===== config.mk =====
export PLATFORM = sky130hd
export DESIGN_NAME = dmem_arbiter
export DESIGN_NICKNAME = d
export VERILOG_FILES = /design/src/rtl/dmem_arbiter.sv
export SDC_FILE = /design/constraint.sdc
export NUM_CORES = 1
export LEC_CHECK = 0
export ABC_AREA = 1
export BUFFER_PORTS_ARGS = -buffer_cell sky130_fd_sc_hd__buf_2
export CORE_AREA = 2 2 120 122
export DETAILED_ROUTE_END_ITERATION = 10
export DIE_AREA = 0 0 122 124
export SLEW_MARGIN = 20
export SYNTH_ARGS = -nofsm -noshare
export SYNTH_HDL_FRONTEND = slang
export SYNTH_SLANG_ARGS = --single-unit

===== constraint.sdc =====
create_clock -name clk -period 2.3 [get_ports clk]
set_clock_uncertainty 0.05 [all_clocks]
set_input_delay 0.23 -clock clk [delete_from_list [all_inputs] [get_ports clk]]
set_output_delay 0.23 -clock clk [all_outputs]
set_load 0.01 [all_outputs]

===== src/rtl/dmem_arbiter.sv =====
// Two-port data-memory arbiter: round-robin grant between CPU (port 0) and
// debug/loader (port 1). Writes complete in one cycle; reads return one cycle later.
module dmem_arbiter #(
  parameter int ADDR_W = 32,
  parameter int DATA_W = 32
) (
  input  logic              clk,
  input  logic              rst,
  input  logic              req0,
  input  logic [ADDR_W-1:0] addr0,
  input  logic [DATA_W-1:0] wdata0,
  input  logic [3:0]        wren0,
  output logic              gnt0,
  output logic              rvalid0,
  output logic [DATA_W-1:0] rdata0,
  input  logic              req1,
  input  logic [ADDR_W-1:0] addr1,
  input  logic [DATA_W-1:0] wdata1,
  input  logic [3:0]        wren1,
  output logic              gnt1,
  output logic              rvalid1,
  output logic [DATA_W-1:0] rdata1,
  output logic [ADDR_W-1:0] mem_addr,
  output logic [DATA_W-1:0] mem_wdata,
  output logic [3:0]        mem_wren,
  input  logic [DATA_W-1:0] mem_rdata
);

  typedef enum logic {IDLE, READ_WAIT} state_t;

  state_t state, state_nxt;
  logic   last_q, last_nxt;
  logic   rd_id_q, rd_id_nxt;
  logic   winner;

  always_ff @(posedge clk or posedge rst) begin
    if (rst) begin
      state  <= IDLE;
      last_q <= 1'b1;
      rd_id_q <= 1'b0;
    end else begin
      state  <= state_nxt;
      last_q <= last_nxt;
      rd_id_q <= rd_id_nxt;
    end
  end

  always_comb begin
    state_nxt = state;
    last_nxt  = last_q;
    rd_id_nxt = rd_id_q;
    winner    = 1'b0;
    gnt0      = 1'b0;
    gnt1      = 1'b0;
    rvalid0   = 1'b0;
    rvalid1   = 1'b0;
    rdata0    = '0;
    rdata1    = '0;
    mem_addr  = '0;
    mem_wdata = '0;
    mem_wren  = '0;
    // Outputs are forced quiet while rst is held, not just after the edge.
    if (!rst) begin
      case (state)
        IDLE: begin
          if (req0 || req1) begin
            // On a tie, the port not granted last time wins.
            winner    = req1 && (!req0 || !last_q);
            gnt0      = !winner;
            gnt1      = winner;
            mem_addr  = winner ? addr1  : addr0;
            mem_wdata = winner ? wdata1 : wdata0;
            mem_wren  = winner ? wren1  : wren0;
            last_nxt  = winner;
            if (mem_wren == 4'b0000) begin
              state_nxt = READ_WAIT;
              rd_id_nxt = winner;
            end
          end
        end
        READ_WAIT: begin
          rvalid0   = !rd_id_q;
          rvalid1   = rd_id_q;
          rdata0    = rd_id_q ? '0 : mem_rdata;
          rdata1    = rd_id_q ? mem_rdata : '0;
          state_nxt = IDLE;
        end
        default: state_nxt = IDLE;
      endcase
    end
  end

endmodule


## After elaboration in Yosys (flattened, before gate mapping)

Cells that the tools add are included.

| word-level totals | value |
|---|---|
| bits in registers | 3 |
| input bits | 172 |
| output and inout port bits | 136 |
| logic and storage cells | 46 |

| cells by class | value |
|---|---|
| multiplexer cells | 31 |
| bitwise logic cells | 2 |
| reduce and logical (&&, ||, !) cells | 10 |

Operator list:

| cell | count |
|---|---|
| 2-to-1 mux 32 bit | 14 |
| 2-to-1 mux 4 bit | 4 |
| 2-to-1 mux 1 bit | 12 |
| zero test 1 bit | 4 |
| zero test 4 bit | 1 |
| AND reduction 4 bit | 1 |
| AND reduction 3 bit | 1 |
| logical OR 1 bit | 2 |
| inverter 1 bit | 2 |
| one-hot mux 1 bit (2 select lines) | 1 |
| logical AND 1 bit | 1 |

## Depth between registers and ports, before layout

| depth | value |
|---|---|
| depth after elaboration | 8 |
| gate-level depth with buffers | 9 |
| depth with buffers taken out | 9 |

## Worst setup path before layout

No wires, ideal clock.

| timing path | value |
|---|---|
| path kind | register to output |
| start | register last_q |
| end | output mem_wdata[13] |
| arrival | 1282 ps |
| setup slack | 738 ps |
| cell stages (with the launch flop) | 7 |
| buffers on the path | 2 |
| path through | dfstp_2 -> nand2_2 -> nand2_4 -> buf_6 -> clkbuf_1 -> o21ai_0 -> nor2_1 |

| between the ends | value |
|---|---|
| word-level cells in the longest chain between the ends | 7 |

RTL lines:

| item | line | source |
|---|---|---|
| start, declared | 32 | `logic last_q, last_nxt;` |
| start signal, assigned | 43 | `last_q <= last_nxt;` |
| zero test 1 bit | 68 | `winner = req1 && (!req0 \|\| !last_q);` |
| logical OR 1 bit | 68 |  |
| logical AND 1 bit | 68 |  |
| 2-to-1 mux 32 bit | 72 | `mem_wdata = winner ? wdata1 : wdata0;` |
| 2-to-1 mux 32 bit | 66 | `if (req0 \|\| req1) begin` |
| 2-to-1 mux 32 bit | 64 | `case (state)` |
| 2-to-1 mux 32 bit | 63 | `if (!rst) begin` |
| end, declared | 24 | `output logic [DATA_W-1:0] mem_wdata,` |

Every way passes these cells.

## Worst setup path in the final report

| timing path | value |
|---|---|
| start | input rst |
| end | output mem_addr[10] |

| between the ends | value |
|---|---|
| word-level cells in the longest chain between the ends | 1 |

RTL lines:

| item | line | source |
|---|---|---|
| start, declared | 8 | `input logic rst,` |
| 2-to-1 mux 32 bit | 63 |  |
| end, declared | 23 | `output logic [ADDR_W-1:0] mem_addr,` |

Every way passes these cells.

==> out/results.txt <==
reg-to-reg setup timing slack -> 0.58 ns
Synth Instances -> 360
Synth area leaders -> nor2_1 47%, o21ai_0 17%, inv_1 9.3%
outcome -> completed
Synth Area in Compound Gates -> 0.2224
layout cell share with drive strength beyond 1 -> 0.5046
largest family of logic cells by synthesized area -> simple AND/OR/NAND/NOR gates
Post-Syn Nets -> 532
Yosys warning count -> 0
Syn Area/Cell -> 4.376 um^2
Synth Area in Simple Gates -> 0.5377
Die ar. -> 15130 um^2
DRC Markers -> 0
Worst Tran Pin Value -> 0.3330 ns
min cycle time layout -> 2.176 ns
Final Setup Violations -> 0
R2R Path End -> state$_DFFE_PP0N_
hold endpoint -> rd_id_q$_DFFE_PP0P_
post-synth top area share -> 0.4670
clk slew on worst S/H paths -> 0.03 ns
Power Dens Cells -> 302.4 nW/um^2
synth cell count leaders -> 196 x nor2_1, 55 x o21ai_0, 39 x inv_1
Via density -> 3.907
area share of fa/ha/maj cells after synthesis -> 0
sequential-to-total area share from yosys stat -> 0.04845
drt pass-1 iters -> 4
CTS root buf -> clkbuf_16
hpwl dp -> 7.979 mm
largest net degree at the start of global routing -> 66
relative slew slack -> 0.7780
VDD IR max -> 0.0001737 V
area grow syn2layout -> 120.3%
Core Area -> 13720 um^2
hold_sp -> wren0[2]
Starting Density -> 0.1148
fin crit share -> 0.9461
design area -> 3470 um^2
Placed Area -> 3264 um^2
Synth Area in XOR/XNOR -> 0
fin. max-slew vios -> 0
Vias -> 3274
dpl cells -> 826
PortBufs -> 307
Setup CP Type -> in -> out
Synth cell types -> 19
Pleak -> 2.308 nW
fillers -> 1595
H-Tree Level Count -> 1
WP data required -> 2.02 ns
most common cell in the netlist -> nor2_1
worst hold margin -> 0.3634 ns
Die X -> 122 um
Hold Path Class -> in -> reg
io pins -> 308
WL/cell -> 12.64 um
MaxCap Viol Count -> 0
RSZ-0062 raised after global routing -> no
clk sinks -> 3
Inserted Clock Buffers -> 3
Clock Latency Late Sink -> 0.22 ns
synthesized cell area -> 1575 um^2
RR Startpoint -> last_q$_DFFE_PP1P_
Max Freq -> 459.6 MHz
setup TNS -> 0 ns
CP Capture Type -> output pin
final wirelength -> 10.59 mm
Hold Vio Cnt, Final -> 0
antenna violations before repair -> 3
GRT Overall Usage -> 0.1118
Top FF cell, synth -> dfrtp_1
cell taking the most area after synthesis -> nor2_1
Worst EP arrival -> 1.90 ns
mux share of post-synthesis cell area -> 0
Post-Layout Cell Count -> 838
row count -> 43
share of synthesized registers carrying an async set or reset -> 1.000
vias in the first global route -> 2801
worst hold path cell count -> 6
crit start category -> input port
worst reg-to-reg path cell count -> 8
gr ovfl total -> 0
clock tree buffer depth -> 2
multi-input logic area -> 1205 um^2
global-route wire length before repair -> 13.61 mm
GPL Wtd Cong -> 0.8053
number of enable flip-flop cells after synthesis -> 0
Iter 0 DRT Violations -> 94
synthesized flop and latch total -> 3
nets -> 829
worst-path fanout max -> 16
Die Y -> 124 um
ANT nets after route -> 0
FF+latch area -> 76.32 um^2
CTS tree -> built
-- worst max-delay path: stages --
cell and delay [ns]:
dlygate4sd3_1 0.55, buf_2 0.16, inv_4 0.08, nand2_2 0.08, nor2_4 0.13, buf_12 0.14
clkbuf_16 0.19, o21ai_0 0.09, nor2_1 0.10, buf_2 0.14
-- worst max path at each step --
stage | start | to | slack [ns] | depth (start not counted)
after floorplan | last_q$_DFFE_PP1P_ | mem_wdata[13] | 0.74 | 6
final | rst | mem_addr[10] | 0.12 | 10
after CTS | rst | mem_addr[15] | 0.04 | 9
after global placement | last_q$_DFFE_PP1P_ | mem_addr[21] | 0.47 | 7
after global routing | rst | mem_wdata[13] | 0.002 | 10
after detailed placement | last_q$_DFFE_PP1P_ | mem_addr[21] | 0.42 | 7
-- kinds of logic after synthesis --
| logic type | Yosys count |
|---|---|
| buf+inv | 68 |
| flops | 3 |
| compound gates | 70 |
| simple gates | 219 |
-- placed cells by master, fill, tap and decap left out --
cell and count:
nor3_1 2, nor2_1 196, o21ai_0 54, inv_1 38, clkbuf_16 6, dfrtp_1 2
a21oi_1 3, buf_12 3, clkbuf_1 1, dfstp_2 1, inv_4 1, nand2_1 11
nand2_2 2, o21ai_1 13, nand2_4 1, buf_6 1, nor2_2 2, inv_2 2
nor2_4 1, nand3_1 4, buf_2 307, diode_2 2, dlygate4sd3_1 1, buf_4 4
-- per-layer routing --
metal / GRT usage / up-vias / wire length, um
li1: - / 1685 / -
met1: 0.1295 / 1389 / 3962
met2: 0.2175 / 187 / 5466
met3: 0.01786 / 11 / 1046
met4: 0.01868 / 2 / 101
met5: 0 / - / 13
-- state kept, by name (all words and copies together), names as in the netlist --
signal and flops:
last_q 1, rd_id_q 1, state 1
-- cell type report --
cell class                 count  area share
tap                          180     0.06491
multi-input combinational    289      0.3473
clock buffer                   4     0.02272
antenna                        2    0.001442
sequential                     3     0.02200
timing repair buffer         319      0.4966
inverter                      41     0.04508
-- power by group --
part           total (mW)  leakage, nW  switching, mW  internal (mW)
Combinational       0.704         2.23          0.395          0.309
Clock               0.272       0.0382         0.0434          0.228
Sequential         0.0733       0.0370        0.00709         0.0662
-- metrics by stage --
step                setup slack, ns  power [mW]    util
finish                       0.1241       1.049  0.2529
global route               0.002127       1.150  0.2527
CTS                         0.03794       1.013  0.2444
detailed placement           0.4247      0.7331  0.2379
global placement             0.4670      0.7332  0.2379
floorplan                    0.7383      0.4133       -
-- what timing repair did --
action                                 CTS  global route
setup buffers                            0             1
hold buffers                             1             0
setup endpoints to repair                0            54
resized for setup                        0             4
endpoints found under the hold margin    2             0
No activity file was read; power rests on OpenSTA's default activity.
